$ cat src/rtl/fpcaccum.sv
// Complex fixed-point frame accumulator: sums up to LEN (re, im) products per frame
// in a guarded accumulator and emits one saturated complex sum per frame.
module fpcaccum #(
    parameter  int n   = 32,
    parameter  int d   = 16,
    parameter  int LEN = 8,
    localparam int G   = $clog2(LEN) + 1
) (
    input  logic         clk,
    input  logic         reset,
    input  logic         recv_val,
    output logic         recv_rdy,
    input  logic         recv_last,
    input  logic [n-1:0] in_r,
    input  logic [n-1:0] in_c,
    output logic         send_val,
    input  logic         send_rdy,
    output logic [n-1:0] sum_r,
    output logic [n-1:0] sum_c,
    output logic [G-1:0] sum_cnt,
    output logic         ovf
);

    // The binary point is carried by the data; addition never needs to know where it is.
    if (d < 0 || d >= n) begin : g_bad_frac
        $error("fpcaccum: fractional bits d must lie in [0, n)");
    end

    typedef enum logic {ACC, DONE} state_t;

    state_t             r_state;
    logic [n+G-1:0]     r_acc_r;
    logic [n+G-1:0]     r_acc_c;
    logic [G-1:0]       r_count;

    logic [n+G-1:0]     w_add_r;
    logic [n+G-1:0]     w_add_c;
    logic [n-1:0]       w_sat_r;
    logic [n-1:0]       w_sat_c;
    logic               w_clamp_r;
    logic               w_clamp_c;
    logic               w_accept;
    logic               w_close;
    logic               w_send;

    assign w_add_r  = r_acc_r + {{G{in_r[n-1]}}, in_r};
    assign w_add_c  = r_acc_c + {{G{in_c[n-1]}}, in_c};
    assign w_accept = recv_val && recv_rdy;
    assign w_close  = recv_last || (r_count == G'(LEN - 1));
    assign w_send   = send_val && send_rdy;

    // A value fits in n bits when every bit from n-1 upward equals the sign bit.
    function automatic logic clamps(input logic [n+G-1:0] x);
        return !((&x[n+G-1:n-1]) || !(|x[n+G-1:n-1]));
    endfunction

    function automatic logic [n-1:0] sat_n(input logic [n+G-1:0] x);
        if (!clamps(x))
            return x[n-1:0];
        else if (x[n+G-1])
            return {1'b1, {(n-1){1'b0}}};
        else
            return {1'b0, {(n-1){1'b1}}};
    endfunction

    assign w_clamp_r = clamps(w_add_r);
    assign w_clamp_c = clamps(w_add_c);
    assign w_sat_r   = sat_n(w_add_r);
    assign w_sat_c   = sat_n(w_add_c);

    always_ff @(posedge clk or negedge reset) begin
        if (!reset) begin
            r_state  <= ACC;
            recv_rdy <= 1'b1;
            send_val <= 1'b0;
            r_acc_r  <= '0;
            r_acc_c  <= '0;
            r_count  <= '0;
            sum_r    <= '0;
            sum_c    <= '0;
            sum_cnt  <= '0;
            ovf      <= 1'b0;
        end else begin
            case (r_state)
                ACC: begin
                    if (w_accept) begin
                        r_acc_r <= w_add_r;
                        r_acc_c <= w_add_c;
                        r_count <= r_count + G'(1);
                        if (w_close) begin
                            sum_r    <= w_sat_r;
                            sum_c    <= w_sat_c;
                            sum_cnt  <= r_count + G'(1);
                            ovf      <= w_clamp_r || w_clamp_c;
                            recv_rdy <= 1'b0;
                            send_val <= 1'b1;
                            r_state  <= DONE;
                        end
                    end
                end
                DONE: begin
                    // Result registers hold until the sum is taken downstream.
                    if (w_send) begin
                        r_acc_r  <= '0;
                        r_acc_c  <= '0;
                        r_count  <= '0;
                        recv_rdy <= 1'b1;
                        send_val <= 1'b0;
                        r_state  <= ACC;
                    end
                end
                default: begin
                    recv_rdy <= 1'b1;
                    send_val <= 1'b0;
                    r_state  <= ACC;
                end
            endcase
        end
    end

endmodule

$ cat config.mk
export PLATFORM = sky130hd
export DESIGN_NAME = fpcaccum
export DESIGN_NICKNAME = d
export VERILOG_FILES = /design/src/rtl/fpcaccum.sv
export SDC_FILE = /design/constraint.sdc
export NUM_CORES = 1
export LEC_CHECK = 0
export CORE_UTILIZATION = 50
export CTS_CLUSTER_SIZE = 24
export DETAILED_ROUTE_END_ITERATION = 8
export DONT_BUFFER_PORTS = 1
export HOLD_SLACK_MARGIN = 0.08
export PLACE_DENSITY = 0.72
export SYNTH_ARGS = -nofsm -noshare
export SYNTH_HDL_FRONTEND = slang
export SYNTH_SLANG_ARGS = --single-unit
export TNS_END_PERCENT = 100
$ cat constraint.sdc
create_clock -name clk -period 4.95 [get_ports clk]
set_input_delay 0.99 -clock clk [delete_from_list [all_inputs] [get_ports clk]]
set_output_delay 0.99 -clock clk [all_outputs]
set_load 0.1 [all_outputs]
==> impl_metrics.sql <==
INSERT INTO impl_metrics (metric_group, metric, value, unit) VALUES
('worst_setup_path', 'timing.critical_path.buf_inv', '1', ''),
('finish', 'area_growth', '7.670', '%'),
('route', 'dr_total_vias', '7488', ''),
('power', 'power_density', '258.9', 'nW/um^2'),
('global_routing', 'globalRouteOverflowTotal', '0', ''),
('sta', 'final_hold_violation_count', '0', ''),
('sta', 'fin_crit_sh', '82.57', '%'),
('global_routing', 'grt_start_max_net_pins', '149', ''),
('floorplanning', 'die-area', '19440', 'um^2'),
('clock_network', 'cts_buffers', '17', ''),
('clock_network', 'clk_path_buf_depth', '2', ''),
('finish', 'final_util', '55.85', '%'),
('floorplanning', 'core-area', '18210', 'um^2'),
('yosys', 'synth.cell_area', '9445', 'um^2'),
('route', 'dr.pass1.iters', '5', ''),
('route', 'detail_route.drc_violations', '0', ''),
('clock_network', 'worst_setup_hold_path_clk_slew', '0.06', 'ns'),
('route', 'detail_route.wl_per_cell', '18.25', 'um'),
('power', 'p_leak', '4.953', 'nW'),
('floorplanning', 'starting_density_of_the_core', '51.87', '%'),
('clock_network', 'clock-root-buffer', 'clkbuf_16', ''),
('power', 'share_comb_of_total_power', '6.4', '%'),
('placed_design', 'dp_cells', '1209', ''),
('run', 'cap_viol_max_count', '0', ''),
('yosys', 'yosysSeqAreaShare', '39.22', '%'),
('worst_setup_path', 'timing_worst_setup_path_type', 'primary input to flip-flop', ''),
('run_status', 'run_status', 'complete, no violations', ''),
('power', 'switching_power', '604.9', 'uW'),
('power', 'vdd_drop_max', '0.0002255', 'V'),
('route', 'drt_wl_total', '22620', 'um'),
('worst_setup_path', 'critPathSlowestCell', 'fa_1', ''),
('worst_setup_path', 'crit_path_start_kind', 'primary input', ''),
('worst_setup_path', 'reg2reg_depth', '13', ''),
('yosys', 'yosys.cell_types.count', '67', ''),
('clock_network', 'post_cts_setup_bufs', '0', ''),
('route', 'length_of_routed_met3_wiring', '1605', 'um'),
('worst_setup_path', 'timing.rr.start', 'r_acc_c[0]', ''),
('clock_network', 'insertion_delay', '0.42', 'ns'),
('floorplanning', 'chipHeight', '139.4', 'um'),
('route', 'drt-vias-per-instance', '6.044', ''),
('placed_design', 'hpwl', '16020', 'um'),
('sta', 'fin_max_slew_vios', '0', ''),
('sta', 'setup_violations', '0', ''),
('finish', 'post_route_cells_drive_above_1_share', '9.109', '%'),
('clock_network', 'clock_sinks', '148', ''),
('clock_network', 'cts_hold_fix_bufs', '0', ''),
('placed_design', 'place_congestion', '0.8973', ''),
('finish', 'num_antenna_cells', '0', ''),
('sta', 'setup_repair_after_global_routing_missed_its_margin', 'false', ''),
('sta', 'final_min_period', '4.087', 'ns'),
('route', 'highest_layer', 'met4', ''),
('floorplanning', 'io-pin-count', '140', ''),
('sta', 'finalClockSkew', '0.01169', 'ns'),
('yosys', 'postSynthCellCount', '1026', ''),
('placed_design', 'placement.io_buffers', '0', ''),
('global_routing', 'first_global_vias', '7414', ''),
('global_routing', 'grt_pass1_wl', '37610', 'um'),
('global_routing', 'grt_antenna_before_repair', '1', ''),
('power', 'clkPwrFrac', '47.7', '%'),
('worst_setup_path', 'crit_path_max_fanout', '23', ''),
('yosys', 'syn-num-nets', '1168', ''),
('finish', 'finalNonFillerCells', '1239', ''),
('placed_design', 'placement.cell_area', '9604', 'um^2'),
('floorplanning', 'fp-row-count', '49', ''),
('clock_network', 'ctsResizeCount', '0', ''),
('power', 'power_switching_share', '22.98', '%'),
('worst_setup_path', 'regToRegSetupSlack', '1.05', 'ns'),
('yosys', 'top_ff_cell_synth', 'dfrtp_1', ''),
('worst_setup_path', 'cp_max_stage_delay', '0.41', 'ns'),
('sta', 'tightest_pin_transition', '1.063', 'ns'),
('yosys', 'yosys_register_bits', '148', '');
final cells by class:
cell class,instances,area (um^2)
inverter,17,63.81
timing repair buffer,10,112.6
multi-input combinational,805,5436
tap,229,286.5
sequential,148,3705
clock inverter,10,108.9
fill,1618,8039
clock buffer,20,456.7
synthesized netlist by cell type, types with 13 or more instances:
master / instances / area share [%]
nor2_1: 103 / 4.1
ha_1: 71 / 9.4
a21oi_2: 34 / 3.2
xnor2_1: 45 / 4.2
dfrtp_1: 147 / 39
a21oi_1: 104 / 5.5
inv_1: 17 / 0.68
clkbuf_1: 41 / 1.6
a22o_1: 67 / 6.2
o21bai_1: 13 / 1.0
nand3_1: 22 / 1.2
nand4_1: 19 / 1.3
nand2_1: 129 / 5.1
a21o_1: 30 / 2.4
xor2_1: 23 / 2.1
o21ai_0: 45 / 2.4
power by group through the flow:
| stage | combinational, mW | sequential (mW) | clock [mW] |
|---|---|---|---|
| floorplan | 0.138 | 1.23 | 0 |
| global route | 0.189 | 1.21 | 1.33 |
| global placement | 0.163 | 1.23 | 0 |
| finish | 0.167 | 1.21 | 1.26 |
| detailed placement | 0.166 | 1.23 | 0 |
| CTS | 0.167 | 1.21 | 1.28 |
kinds of logic (layout without fill, tap and decap cells):
| group | Yosys count | in the layout | share of synthesized area (%) |
|---|---|---|---|
| compound gates | 356 | 356 | 26.88 |
| xor+xnor | 69 | 69 | 6.478 |
| fa+ha+maj | 73 | 73 | 9.829 |
| buf+inv | 73 | 57 | 3.537 |
| flops | 148 | 148 | 39.22 |
| mux | 1 | 1 | 0.1060 |
| simple gates | 306 | 306 | 13.95 |
metrics by stage:
stage,setup slack (ns),hold slack (ns)
after floorplan,0.8723,0.4498
after global placement,0.5066,0.4660
after detailed placement,0.4433,0.4751
after CTS,0.8679,0.2481
after global routing,0.6510,0.2435
final,0.8630,0.2707
worst reg2reg max path: cells and delay by family, from the launching register on:
family                   cells  cell delay, ns
flip-flops                   1            0.39
adder cells (fa/ha/maj)      2            0.64
buffers and inverters        1            0.25
XOR/XNOR                     1            0.23
AND/OR/NAND/NOR              1            0.34
AO/OA/AOI/OAI                8            1.94
cells in the final DEF (no fill, tap or decap), types with 8 or more instances in the layout:
cell | synthesis | routed
dfrtp_1 | 147 | 147
nand2_1 | 129 | 129
a21oi_1 | 104 | 104
nor2_1 | 103 | 101
ha_1 | 71 | 71
a22o_1 | 67 | 67
o21ai_0 | 45 | 45
xnor2_1 | 45 | 45
a21oi_2 | 34 | 34
a21o_1 | 30 | 30
xor2_1 | 23 | 23
nand3_1 | 22 | 22
nand4_1 | 19 | 19
inv_1 | 17 | 17
clkbuf_16 | 0 | 17
o21bai_1 | 13 | 13
and3_1 | 8 | 8
metal layers:
| metal | global-route usage (%) | up-vias |
|---|---|---|
| met3 | 7.054 | 28 |
| li1 | - | 3671 |
| met1 | 31.90 | 3602 |
| met2 | 37.90 | 187 |
| met5 | 0 | - |
| met4 | 8.538 | 0 |
how the worst max path moves through the flow:
stage	end	depth (start not counted)	slack [ns]	from
after floorplan	sum_c[3]	13	0.87	in_c[0]
after global placement	sum_c[11]	13	0.51	in_c[0]
after detailed placement	sum_c[10]	13	0.44	in_c[0]
after CTS	sum_c[10]	13	0.87	in_c[0]
after global routing	sum_c[10]	13	0.65	in_c[0]
final	sum_c[10]	13	0.86	in_c[0]
sequential cells by signal, summed over array words and instances (netlist names):
register / cells
ovf: 1
r_acc_c: 36
r_acc_r: 36
r_count: 4
r_state: 1
recv_rdy: 1
send_val: 1
sum_c: 32
sum_cnt: 4
sum_r: 32
Note: power is estimated with default switching activity, not from simulation.
==> variant 1 (same settings) <==
The parameter `n` goes from 32 to 64.
--- a/src/rtl/fpcaccum.sv
+++ b/src/rtl/fpcaccum.sv
@@ -2,5 +2,5 @@
 // in a guarded accumulator and emits one saturated complex sum per frame.
 module fpcaccum #(
-    parameter  int n   = 32,
+    parameter  int n   = 64,
     parameter  int d   = 16,
     parameter  int LEN = 8,
Interface: changed (resized in_c, in_r, sum_c and sum_r); port bits go from 140 to 268. The function was not compared with the original's and may differ.
==> variant 1 against the original RTL <==
- setup slack worse by 0.27 ns
- final cell count up 110%
- clock skew up 0.0037 ns
- power up 89%
- combinational power up 100%
- wire length up 150%
- via count up 120%
- area after synthesis up 100%
- sequential cell count up 128
- final area up 100%
- register-to-register slack worse by 0.42 ns
- die area up 100%
- highest routed layer is now met5
==> variant 1: results (changes against the original RTL) <==
Iteration-0 DRC Markers=1074 (+200%); post-CTS setup buffer count=0 (unchanged); cell depth of the worst flop-to-flop path=14 (+1); per-instance average area after synthesis=8.826 um^2 (-4.1%); post-detailed-route wirelength per cell=21.23 um (+16%); clock insertion delay at the later pin of the skew report=0.59 ns (+0.17 ns); leakage power of the design=9.391 nW (+90%); end of the worst register-to-register path=ovf$_DFFE_PN0P_; arrival time at the worst endpoint=4.83 ns (+0.45 ns); GR Util All Layers=28.27% (+4.1 points); DPL Wire Length=41910 um (+160%); run status=finished, final reports clean; share of cells above drive strength 1=8.388% (-0.72 points); maximum vdd ir drop=267.1 uV (+18%); wire length of the first global-routing pass=89960 um (+140%); largest fanout on the critical path=20 (-13%); initial antenna violation count=3 (+2); setup slack of the worst register-to-register path=0.63 ns (-0.42 ns); maximum count of clock buffers along a single path=3 (+1); most common library cells after synthesis=sky130_fd_sc_hd__dfrtp_1 (275), sky130_fd_sc_hd__a21oi_1 (248), sky130_fd_sc_hd__nor2_1 (218); instance count after placement with tap cells included=2600 (+120%); drt first pass iters=7 (+2); relative slew slack=14.65% (-15 points); Port Buffers=0 (unchanged); maximum number of pins on one net before global-route repair=276 (+85%); Worst Skew=0.01539 ns (+0.003700 ns); # hold bufs at CTS=1 (+1); H-tree levels=1 (-3); cell at the root of the clock tree=sky130_fd_sc_hd__clkbuf_16; part of the Yosys area used for sequential elements=35.72% (-3.5 points); count of nets after finishing=2393 (+110%); largest cells by area after synthesis=sky130_fd_sc_hd__dfrtp_1 (36%), sky130_fd_sc_hd__ha_1 (8.7%), sky130_fd_sc_hd__a21oi_1 (6.4%), sky130_fd_sc_hd__a22o_1 (5.7%), sky130_fd_sc_hd__o21ai_0 (4.3%); biggest regs=r_acc_c x68, r_acc_r x68; count of cell types in the netlist=88 (+31%); final standard cell count with taps included and fillers excluded=2658 (+110%); routability cong.=1.026 (+14%); total CTS buffers=31 (+14); Hold Worst Slack=0.1082 ns (-0.1625 ns); total vias in the final route=16835 (+120%); filler instances=3482 (+120%); nets in the synthesized netlist=2461 (+110%)
variant 1: cell families (layout without fill, tap and decap cells):
logic type / Yosys count / after routing / share of synthesized area, %
xor gates and xnor gates: 130 / 130 / 5.927
AOI/OAI and AO/OA: 894 / 894 / 31.28
DFF: 276 / 276 / 35.72
adders and majority gates: 137 / 137 / 8.942
and+or+nand+nor: 581 / 581 / 13.86
buffers and inverters: 170 / 125 / 4.121
other: 0 / 1 / 0
muxes: 3 / 3 / 0.1553
variant 1: routing by layer:
metal	routed length, um	global-route usage (%)
met2	26770	47.35
met1	23370	35.39
met4	1746	9.288
met5	13	0
met3	4548	7.206
variant 1: cell type report:
type | count | area share, %
antenna | 1 | 0.01205
clock buffer | 43 | 4.243
clock inverter | 13 | 0.7895
inverter | 39 | 0.7052
multi-input combinational | 1745 | 56.26
sequential | 276 | 33.28
tap | 511 | 3.080
timing repair buffer | 30 | 1.639
variant 1: critical path, stage by stage:
cell                       delay [ns]
sky130_fd_sc_hd__ha_1            0.29
sky130_fd_sc_hd__fa_1            0.44
sky130_fd_sc_hd__a21oi_1         0.19
sky130_fd_sc_hd__o21ai_0         0.13
sky130_fd_sc_hd__a21oi_1         0.32
sky130_fd_sc_hd__o211ai_1        0.20
sky130_fd_sc_hd__a32oi_1         0.57
sky130_fd_sc_hd__nand4_1         0.16
sky130_fd_sc_hd__nand3_1         0.17
sky130_fd_sc_hd__xor2_1          0.15
sky130_fd_sc_hd__nor4_2          0.70
sky130_fd_sc_hd__nor2_4          0.13
sky130_fd_sc_hd__buf_12          0.21
sky130_fd_sc_hd__o22a_1          0.18
variant 1: how the worst max path moves through the flow:
stage | startpoint | to | cells after the start
6_report | in_c[0] | ovf$_DFFE_PN0P_ | 14
5_1_grt | in_c[0] | ovf$_DFFE_PN0P_ | 14
4_1_cts | in_c[0] | ovf$_DFFE_PN0P_ | 14
3_5_place_dp | in_c[0] | ovf$_DFFE_PN0P_ | 14
3_3_place_gp | in_c[0] | ovf$_DFFE_PN0P_ | 14
2_1_floorplan | in_c[0] | sum_c[48]$_DFFE_PN0P_ | 15
variant 1: stage by stage:
stage / cell area, um^2 / worst slack (ns)
floorplan: 19340 / 0.8697
global placement: 19700 / 0.1513
detailed placement: 19700 / 0.07212
CTS: 20760 / 0.6800
global route: 20760 / 0.4366
finish: 20760 / 0.5921
variant 1: power breakdown:
part | switching, mW | total [mW] | internal (mW)
logic | 0.225 | 0.342 | 0.117
registers | 0 | 2.26 | 2.26
clock network | 0.974 | 2.37 | 1.40
total | 1.20 | 4.97 | 3.77
==> variant 2 (config.mk and constraints unchanged) <==
Made on the original files. Compare `r_count` against `G'(LEN - 1)` with >= in place of ==.
--- a/src/rtl/fpcaccum.sv
+++ b/src/rtl/fpcaccum.sv
@@ -47,5 +47,5 @@
     assign w_add_c  = r_acc_c + {{G{in_c[n-1]}}, in_c};
     assign w_accept = recv_val && recv_rdy;
-    assign w_close  = recv_last || (r_count == G'(LEN - 1));
+    assign w_close  = recv_last || (r_count >= G'(LEN - 1));
     assign w_send   = send_val && send_rdy;
 
Formal check against the unedited RTL: no difference found for any inputs over 4 cycles, from zero or initial values and one cycle with reset low; that may be too few to reach the edited logic, so the function may still have changed.
==> variant 2 against the original RTL <==
- area after synthesis increased by 2.3%
- hold slack got worse by 0.017 ns
- power increased by 5.4%
- sequential cell count unchanged
- setup slack got worse by 0.10 ns
- final cell count increased by 1.5%
- clock power increased by 12%
- critical path depth decreased by 2
- wire length increased by 11%
- register-to-register slack got worse by 0.14 ns
- final area increased by 2.6%
- non-clock buffer count decreased by 3
- die area increased by 2.3%
- largest cell class unchanged
==> variant 2: results (changes against the original RTL) <==
run status=finished, final reports clean; routability cong.=0.8863 (-1.2%); Slowest Stage Delay on Critical Path=0.57 ns (+0.16 ns); DPL Wire Length=17270 um (+7.8%); GR Util All Layers=25.96% (+1.8 points); initial antenna violation count=0 (-1); number of global-route vias before repair=7675 (+3.5%); post-detailed-route wirelength per cell=19.91 um (+9.1%); most common library cells after synthesis=sky130_fd_sc_hd__dfrtp_1 (147), sky130_fd_sc_hd__a21oi_1 (96), sky130_fd_sc_hd__nor2_1 (78); count of nets after finishing=1127 (-1.2%); part of the Yosys area used for sequential elements=38.34% (-0.88 points); total vias in the final route=7965 (+6.4%); wire length of the first global-routing pass=40640 um (+8.1%); share of cells above drive strength 1=9.419% (+0.31 points); Worst Skew=0.01175 ns (+0.00006070 ns); count of cell types in the netlist=75 (+12%); met2 WL=11170 um (+8.7%); maximum vdd ir drop=224.7 uV (-0.33%); leakage power of the design=5.071 nW (+2.4%); GR met1 Demand/Resource=36.83% (+4.9 points); per-instance average area after synthesis=9.482 um^2 (+3.0%); Iteration-0 DRC Markers=504 (+42%); slew at the pin closest to its max-slew limit=1.030 ns (-0.03275 ns); largest cells by area after synthesis=sky130_fd_sc_hd__dfrtp_1 (38%), sky130_fd_sc_hd__ha_1 (9.2%), sky130_fd_sc_hd__a22o_1 (6.2%), sky130_fd_sc_hd__a21oi_1 (5.0%), sky130_fd_sc_hd__o21ai_0 (3.9%); filler instances=1643 (+1.5%); mean number of vias per cell=6.331 (+4.8%); met3 routed wirelength=1708 um (+6.4%); routing usage on met2=39.41% (+1.5 points); worst setup slack after placement=0.3808 ns (-0.06245 ns); cell area after placement=9804 um^2 (+2.1%); switching part of the total power=24.86% (+1.9 points)
variant 2: cell type report:
cell class | instances | area, um^2 | area share, %
tap | 260 | 325.3 | 3.117
sequential | 148 | 3705 | 35.50
timing repair buffer | 7 | 65.06 | 0.6234
clock inverter | 15 | 207.7 | 1.990
multi-input combinational | 796 | 5653 | 54.16
inverter | 15 | 56.30 | 0.5394
clock buffer | 17 | 425.4 | 4.076
variant 2: path summary, 6_finish.rpt:
path / from / to / slack, ns / cells past startpoint
worst max-delay path: in_c[27] / sum_c[13]$_DFFE_PN0P_ / 0.76 / 11
worst min-delay path: reset / sum_r[21]$_DFFE_PN0P_ / 0.25 / 0
worst max register to register: r_acc_c[27]$_DFFE_PN0P_ / sum_c[13]$_DFFE_PN0P_ / 0.91 / 11
worst min register to register: r_acc_c[35]$_DFFE_PN0P_ / r_acc_c[35]$_DFFE_PN0P_ / 0.50 / 2
max in group asynchronous: reset / recv_rdy$_DFFE_PN1P_ / 4.43 / 0
min in group clk: r_acc_c[35]$_DFFE_PN0P_ / r_acc_c[35]$_DFFE_PN0P_ / 0.50 / 2
variant 2: kinds of logic after synthesis:
| group | Yosys count | synth area share (%) |
|---|---|---|
| AO/OA/AOI/OAI | 409 | 29.94 |
| XOR/XNOR | 62 | 5.620 |
| adder cells (fa/ha/maj) | 73 | 9.609 |
| buffers and inverters | 75 | 3.535 |
| flip-flops | 148 | 38.35 |
| multiplexers | 5 | 0.6086 |
| AND/OR/NAND/NOR | 247 | 12.34 |
variant 2: power groups by stage:
stage	logic (mW)	registers, mW	clock network [mW]
final	0.159	1.21	1.41
after global routing	0.175	1.21	1.48
after CTS	0.156	1.21	1.43
after detailed placement	0.155	1.23	0
after global placement	0.154	1.23	0
after floorplan	0.128	1.23	0
